<file path="src/rtl/mlp_loader_pkg.sv">
// Shared types and sizing helpers for the MLP feature loader.
// Optional frame checking is enabled with MLP_LOADER_FRAME_CHECK_EN.
package mlp_loader_pkg;

    typedef enum logic [1:0] {
        LOAD   = 2'd0,
        SETTLE = 2'd1,
        OUT    = 2'd2
    } state_t;

    localparam int DEF_NUM_A = 11;

    // Counter width that stays >= 1 bit for degenerate sizes.
    function automatic int cnt_bits(input int n);
        return (n > 1) ? $clog2(n) : 1;
    endfunction

    localparam int FCNT_W = cnt_bits(DEF_NUM_A);

endpackage

</file>
<file path="src/rtl/mlp_feature_packer.sv">
// Slot register file and feature counter feeding the classifier input.
// With CHECK set, a misplaced frame-end marker aborts the partial sample.
module mlp_feature_packer
    import mlp_loader_pkg::*;
#(
    parameter int NUM_A   = 11,
    parameter int WIDTH_A = 4,
    parameter bit CHECK   = 1'b0,
    parameter int FW      = cnt_bits(NUM_A)
) (
    input  logic                     clk,
    input  logic                     rst,
    input  logic                     wr_en,
    input  logic [WIDTH_A-1:0]       wr_data,
    input  logic                     wr_last,
    output logic [NUM_A*WIDTH_A-1:0] inp,
    output logic                     done,
    output logic                     bad
);

    logic [FW-1:0] fcnt;
    logic          at_last;

    assign at_last = (fcnt == FW'(NUM_A - 1));
    assign bad     = CHECK && wr_en && (wr_last != at_last);
    assign done    = wr_en && at_last && !bad;

    // Slots are only overwritten, never cleared between samples.
    always_ff @(posedge clk) begin
        if (rst) begin
            inp  <= '0;
            fcnt <= '0;
        end else begin
            for (int k = 0; k < NUM_A; k++) begin
                if (wr_en && fcnt == FW'(k))
                    inp[k*WIDTH_A +: WIDTH_A] <= wr_data;
            end
            if (done || bad)
                fcnt <= '0;
            else if (wr_en)
                fcnt <= fcnt + 1'b1;
        end
    end

endmodule

</file>
<file path="src/rtl/mlp_feature_loader.sv">
// Packs streamed features for the printed MLP, settles, returns the class.
// Define MLP_LOADER_FRAME_CHECK_EN to add s_last framing and err_frame.
module mlp_feature_loader
    import mlp_loader_pkg::*;
#(
    parameter int NUM_A         = 11,
    parameter int WIDTH_A       = 4,
    parameter int OUTWIDTH      = 3,
    parameter int SETTLE_CYCLES = 2,
    parameter int IDX_W         = 16
) (
    input  logic                     clk,
    input  logic                     rst,
    input  logic                     s_valid,
    output logic                     s_ready,
    input  logic [WIDTH_A-1:0]       s_data,
`ifdef MLP_LOADER_FRAME_CHECK_EN
    input  logic                     s_last,
    output logic                     err_frame,
`endif
    output logic [NUM_A*WIDTH_A-1:0] inp,
    input  logic [OUTWIDTH-1:0]      cls,
    output logic                     m_valid,
    input  logic                     m_ready,
    output logic [OUTWIDTH-1:0]      m_class,
    output logic [IDX_W-1:0]         m_index,
    output logic                     busy
);

    localparam int          SW    = cnt_bits(SETTLE_CYCLES);
    localparam logic [SW-1:0] SLOAD = SW'(SETTLE_CYCLES - 1);

    state_t           state, state_nx;
    logic [SW-1:0]    scnt;
    logic [IDX_W-1:0] scount;
    logic             accept;
    logic             done;
    logic             bad;
    logic             last_in;

`ifdef MLP_LOADER_FRAME_CHECK_EN
    localparam bit FRAME_CHECK = 1'b1;
    assign last_in = s_last;

    always_ff @(posedge clk) begin
        if (rst)
            err_frame <= 1'b0;
        else
            err_frame <= bad;
    end
`else
    localparam bit FRAME_CHECK = 1'b0;
    logic unused_bad;
    assign last_in    = 1'b0;
    assign unused_bad = bad;
`endif

    assign s_ready = (state == LOAD);
    assign busy    = (state != LOAD);
    assign accept  = s_valid && s_ready;

    mlp_feature_packer #(
        .NUM_A   (NUM_A),
        .WIDTH_A (WIDTH_A),
        .CHECK   (FRAME_CHECK)
    ) u_packer (
        .clk     (clk),
        .rst     (rst),
        .wr_en   (accept),
        .wr_data (s_data),
        .wr_last (last_in),
        .inp     (inp),
        .done    (done),
        .bad     (bad)
    );

    always_ff @(posedge clk) begin
        if (rst)
            state <= LOAD;
        else
            state <= state_nx;
    end

    always_comb begin
        state_nx = state;
        unique case (state)
            LOAD:    if (done) state_nx = SETTLE;
            SETTLE:  if (scnt == '0) state_nx = OUT;
            OUT:     if (m_ready) state_nx = LOAD;
            default: state_nx = LOAD;
        endcase
    end

    // Class is captured on the edge where the settle counter reads zero.
    always_ff @(posedge clk) begin
        if (rst) begin
            scnt    <= '0;
            scount  <= '0;
            m_valid <= 1'b0;
            m_class <= '0;
            m_index <= '0;
        end else begin
            unique case (state)
                LOAD: begin
                    if (done) scnt <= SLOAD;
                end
                SETTLE: begin
                    if (scnt == '0) begin
                        m_class <= cls;
                        m_index <= scount;
                        m_valid <= 1'b1;
                    end else begin
                        scnt <= scnt - 1'b1;
                    end
                end
                OUT: begin
                    if (m_ready) begin
                        m_valid <= 1'b0;
                        scount  <= scount + 1'b1;
                    end
                end
                default: ;
            endcase
        end
    end

endmodule

</file>
<file path="config.mk">
export PLATFORM = sky130hd
export DESIGN_NAME = mlp_feature_loader
export DESIGN_NICKNAME = d
export VERILOG_FILES = /design/src/rtl/mlp_loader_pkg.sv /design/src/rtl/mlp_feature_packer.sv /design/src/rtl/mlp_feature_loader.sv
export SDC_FILE = /design/constraint.sdc
export NUM_CORES = 1
export LEC_CHECK = 0
export BUFFER_PORTS_ARGS = -buffer_cell sky130_fd_sc_hd__buf_2
export CORE_UTILIZATION = 54
export DETAILED_ROUTE_END_ITERATION = 16
export PLACE_DENSITY = 0.79
export SETUP_SLACK_MARGIN = 0.02
export SYNTH_ARGS = -nofsm -noshare
export SYNTH_HDL_FRONTEND = slang
export SYNTH_SLANG_ARGS = --single-unit
</file>
<file path="constraint.sdc">
create_clock -name clk -period 2.18 [get_ports clk]
set_input_delay 0.436 -clock clk [delete_from_list [all_inputs] [get_ports clk]]
set_output_delay 0.436 -clock clk [all_outputs]
set_load 0.02 [all_outputs]
</file>
# After elaboration in Yosys (flattened, before gate mapping)
# Cells that the tools add are included.
dict set report word_totals {
  ff_bits 87
  elab_cells 70
}
dict set report classes {
  n_addsub 3
  eq_ne 15
  mux 10
  bitwise_logic 1
  reduce_logical 23
}
# op count
set op_table {}
lappend op_table {{16-bit by 1-bit adder with 16-bit output (second input constant)} 1}
lappend op_table {{4-bit by 3-bit equality test with 1-bit output (second input constant)} 4}
lappend op_table {{4-bit equality test (second input constant)} 3}
lappend op_table {{1-bit logical AND} 12}
lappend op_table {{4-bit by 2-bit equality test with 1-bit output (second input constant)} 2}
lappend op_table {{2-bit two-way mux} 3}
lappend op_table {{2-bit one-hot mux with 3 select lines} 1}
lappend op_table {{2-bit AND reduction} 3}
lappend op_table {{3-bit AND reduction} 2}
lappend op_table {{2-bit nonzero test} 3}
lappend op_table {{4-bit by 1-bit adder with 4-bit output (second input constant)} 1}
lappend op_table {{4-bit by 1-bit equality test with 1-bit output (second input constant)} 1}
lappend op_table {{4-bit logical NOT} 1}
lappend op_table {{1-bit two-way mux} 4}
lappend op_table {{2-bit != test (second input constant)} 2}
lappend op_table {{1-bit one-hot mux with 2 select lines} 2}
lappend op_table {{2-bit by 1-bit equality test with 1-bit output (second input constant)} 1}
lappend op_table {{2-bit equality test (second input constant)} 1}
lappend op_table {{2-bit logical NOT} 1}
lappend op_table {{2-bit by 1-bit != test with 1-bit output (second input constant)} 1}
lappend op_table {{2-bit OR reduction} 1}
lappend op_table {{1-bit inverter} 1}
lappend op_table {{1-bit subtractor (second input constant)} 1}

# Logic depth before layout (Yosys ltp)
dict set report depth {
  word_depth 5
  depth_mapped 6
  ltp_nobuf 6
}

# By module
# Synthesis repeated with hierarchy kept, for this count alone.
dict set report hier_totals {
  cells_unflattened 375
  hier_area_um2 3552.2
}
# mod instances cells_per_inst area_each_um2 seq_area_each_um2
set by_module_without_submodules {}
lappend by_module_without_submodules {mlp_feature_packer 1 183 1988.2 960.9}
lappend by_module_without_submodules {mlp_feature_loader 1 192 1564.0 780.7}

# Worst setup path after synthesis
# Ideal clock, no wire load.
dict set report synth_path {
  path_kind {register -> register}
  from {register state[1]}
  to {register u_packer.inp[41]}
  setup_time_ns 0.128
  arrival_ns 1.442
  required_ns 2.052
  setup_slack_ns 0.611
  stages_incl_launch_ff 6
  path_buffers 1
  period_less_slack_ns 1.569
  path_cell_list {dfxtp_1 -> buf_6 -> or4b_4 -> nor2_8 -> mux2i_1 -> nor2_1}
}
dict set report synth_via {
  elab_chain_len 3
}
# item line
set synth_rtl {}
lappend synth_rtl {{from (decl)} mlp_feature_loader.sv:33} ;# state_t state, state_nx;
lappend synth_rtl {{from (signal assigned)} mlp_feature_loader.sv:81} ;# state <= state_nx;
lappend synth_rtl {{2-bit logical NOT} mlp_feature_loader.sv:58} ;# assign s_ready = (state == LOAD);
lappend synth_rtl {{1-bit logical AND} mlp_feature_loader.sv:60} ;# assign accept = s_valid && s_ready;
lappend synth_rtl {{1-bit logical AND} mlp_feature_packer.sv:35} ;# if (wr_en && fcnt == FW'(k))
lappend synth_rtl {{to (signal, indexed assignment)} mlp_feature_packer.sv:36} ;# inp[k*WIDTH_A +: WIDTH_A] <= wr_data;
lappend synth_rtl {{to (decl)} mlp_feature_packer.sv:16} ;# output logic [NUM_A*WIDTH_A-1:0] inp,
# No other way between the ends.
# A chain may end at the register's enable or synchronous reset.

# Final worst setup path
dict set report layout_path {
  from {register state[1]}
  to {output busy}
}
dict set report layout_via {
  elab_chain_len 1
}
# item line
set layout_rtl {}
lappend layout_rtl {{2-bit nonzero test} mlp_feature_loader.sv:59} ;# assign busy = (state != LOAD);
lappend layout_rtl {{to (decl)} mlp_feature_loader.sv:27} ;# output logic busy
# No other way between the ends.

==> run summary <==
Synth
* register area share after synthesis: 49.59%
* number of warnings issued by yosys: 0
* Synth area leader: sky130_fd_sc_hd__dfxtp_1
* share of flip-flops with an asynchronous set or reset: 0%
* post-synth net total: 392
* number of enable flip-flop cells after synthesis: 0
* Gate Count Post-Synth: 376
* Seq cells post-synth: 87
* mapped cell area: 0.003512 mm²
* Synth Area per Inst: 9.341 µm²
* post-synth cell types: 39
* proportion of netlist area held by the largest area contributor: 49.59%
* top area cells in the synthesized netlist: sky130_fd_sc_hd__dfxtp_1 50%, sky130_fd_sc_hd__mux2i_1 13%, sky130_fd_sc_hd__nor2_1 6.8%
* prevailing post-synth register cell: sky130_fd_sc_hd__dfxtp_1

Global route
* global router's overall resource usage: 23.16%
* number of global-route vias before repair: 2583
* largest net degree at the start of global routing: 43
* global-route wire length before repair: 11680 µm
* antenna violations before repair: 0
* leftover overflow at the end of global routing: 0

Floorplan
* floorplan core area: 0.006314 mm²
* Chip Height: 82.65 µm
* I/O pins: 77
* row count: 29
* die area: 0.006830 mm²
* die outline width: 82.65 µm
* initial core utilization: 55.63%

Finish
* layout net count: 461
* number of antenna repair diodes: 0
* proportion of layout cells with a drive suffix above 1: 25.56%
* footprint of the multi-input gates: 0.001640 mm²
* synth-to-layout area growth: 16.92%
* storage element area: 0.001742 mm²
* fill cell total of the finished layout: 508

Hold path
* Hold/Removal Path Class: in2reg

Timing
* final hold viol count: 0
* minimum clock period after layout: 1.738 ns
* setup violation total in the final timing report: 0
* setup repair after global routing missed its margin: false
* Slew Limit Fails: 0
* Fin Hold WS: 0.3156 ns
* highest achievable clock rate: 575.5 MHz
* slew at the pin with the worst max-slew slack: 0.4981 ns
* Setup Total Neg Slack: 0 ns
* worst relative slew slack: 66.79%
* largest clock skew in the final design: 0.01153 ns
* final cycle utilization of the critical path: 79.70%

CTS
* number of clock sinks: 87
* number of cells upsized or downsized after cts: 0
* Root Buffer: sky130_fd_sc_hd__clkbuf_8
* insertion delay to the later sink of the worst-skew pair: 0.36 ns
* CTS Buf Count: 9
* post-cts hold buffer count: 0
* clock-pin transition on the worst setup and hold timing paths: 0.08 ns
* H-tree lvl count: 3
* # Post-CTS Setup Buffers: 0
* TritonCTS clock tree: yes
* Max clock buf depth: 2

Power and ir drop
* Power Total: 2.779 mW
* IR Drop Worst-Case VDD: 0.4358 mV
* power density over the cells: 676.8 mW/mm²
* static leakage: 1.777 nW

Setup path
* type of the worst setup path: reg2out
* Critical Path RT: 1.74 ns
* CP Capture Type: output port
* Arrival @ worst endpoint: 1.30 ns
* largest fanout of any net on the critical path: 13
* CP Launch Type: flop

Detailed routing
* vias per std cell: 5.317
* drt drc: 0
* length of the first detailed-routing pass in iterations: 4
* WL final: 7240 µm
* via count: 2802
* residual antenna-violating net count after detailed routing: 0
* average detailed-routed wire length per instance: 13.74 µm
* initial DRC count: 90

Run status
* run status: complete, no violations

Placed design
* buffers added on ports: 76
* DPL Wire Length: 5109 µm
* RD Place Congestion: 0.7918

Job
* MaxCap Viol Count: 0

path summary, 6_finish.rpt:
| kind | startpoint | end | slack, ns | cells past startpoint |
|---|---|---|---|---|
| max | state[1]$_SDFFE_PP0P_ | busy | 0.44 | 3 |
| min | cls[0] | m_class[0]$_SDFFE_PP0P_ | 0.32 | 3 |
| max reg2reg | state[1]$_SDFFE_PP0P_ | scount[7]$_SDFFE_PP0P_ | 0.47 | 5 |
| min reg2reg | m_index[4]$_SDFFE_PP0P_ | m_index[4]$_SDFFE_PP0P_ | 0.45 | 2 |
kinds of logic (layout without fill, tap and decap cells):
kind of cell	after synthesis	after routing	synth area share, %
buf+inv	30	104	3.705
flops	87	87	49.59
mux	47	47	13.43
compound gates	36	36	5.486
simple gates	159	159	23.01
fa+ha+maj	5	5	1.781
xor+xnor	12	12	2.992
registers in the layout, indices dropped and copies added, names as in the netlist:
signal	cells
scnt	1
m_index	16
scount	16
m_class	3
state	2
u_packer.inp	44
m_valid	1
u_packer.fcnt	4
final cells by class:
type                    count  area share (%)
clock inverters             7           1.158
inverters                   7          0.6399
flip-flops and latches     87           42.41
multi-input cells         259           39.95
clock buffers               9           3.016
well taps                  77           2.346
repair buffers             81           10.48
synthesized netlist by cell type (2+ instances only):
master                     count
sky130_fd_sc_hd__nor2_4        8
sky130_fd_sc_hd__xnor2_1       7
sky130_fd_sc_hd__clkbuf_1     13
sky130_fd_sc_hd__dfxtp_1      87
sky130_fd_sc_hd__and3_1        2
sky130_fd_sc_hd__nor2_1       64
sky130_fd_sc_hd__mux2i_1      46
sky130_fd_sc_hd__xor2_1        5
sky130_fd_sc_hd__buf_2         8
sky130_fd_sc_hd__or4b_4        2
sky130_fd_sc_hd__inv_1         7
sky130_fd_sc_hd__a31o_2        2
sky130_fd_sc_hd__nand2_1      46
sky130_fd_sc_hd__nand4_1       5
sky130_fd_sc_hd__ha_1          5
sky130_fd_sc_hd__nor4_1        3
sky130_fd_sc_hd__a21oi_1      28
sky130_fd_sc_hd__nand3_1       6
sky130_fd_sc_hd__o21ai_0       3
sky130_fd_sc_hd__or4_1         2
sky130_fd_sc_hd__nor3_1        7
sky130_fd_sc_hd__nor2b_1       3
power by group:
| group | internal, mW | switching [mW] |
|---|---|---|
| Clock | 0.413 | 0.592 |
| Combinational | 0.0529 | 0.106 |
| Sequential | 1.60 | 0.0112 |
| Total | 2.07 | 0.709 |
cell usage in the layout (no fill, tap or decap), drive strengths merged, types with 2 or more instances in the layout:
| cell | count |
|---|---|
| xor2 | 5 |
| nor4 | 4 |
| buf | 81 |
| ha | 5 |
| o21ai | 4 |
| or4 | 3 |
| xnor2 | 7 |
| mux2i | 46 |
| nand4 | 6 |
| nand2 | 46 |
| nand3 | 6 |
| clkinvlp | 2 |
| clkinv | 4 |
| nor2b | 3 |
| nor3 | 7 |
| a31o | 2 |
| clkbuf | 9 |
| dfxtp | 87 |
| and3 | 2 |
| or4b | 2 |
| inv | 8 |
| a21oi | 28 |
| nor2 | 73 |
through the flow:
step	utilization (%)	area, µm²	setup WS (ns)	std cells
finish	65.04	4106	0.4425	527
global placement	62.33	3935	0.5476	511
detailed placement	62.33	3935	0.4767	511
floorplan	-	3512	0.6105	376
global route	65.04	4106	0.3167	527
CTS	65.04	4106	0.4204	527
critical path, cell delays in order, from the launching register on:
cell and delay [ns]:
sky130_fd_sc_hd__dfxtp_1 0.55, sky130_fd_sc_hd__nor2_1 0.16, sky130_fd_sc_hd__inv_1 0.08, sky130_fd_sc_hd__buf_2 0.16
routing by layer:
layer  vias up  share of wire [%]  GRT usage, %  wire length, µm
met5         -                  0             0                0
met4         0                3.1         13.62              225
met3        18                6.4         7.692              464
met2        73                 47         37.95             3390
met1      1317                 44         26.11             3160
li1       1394                  -             -                -
Power figures use the tool's default switching activity.
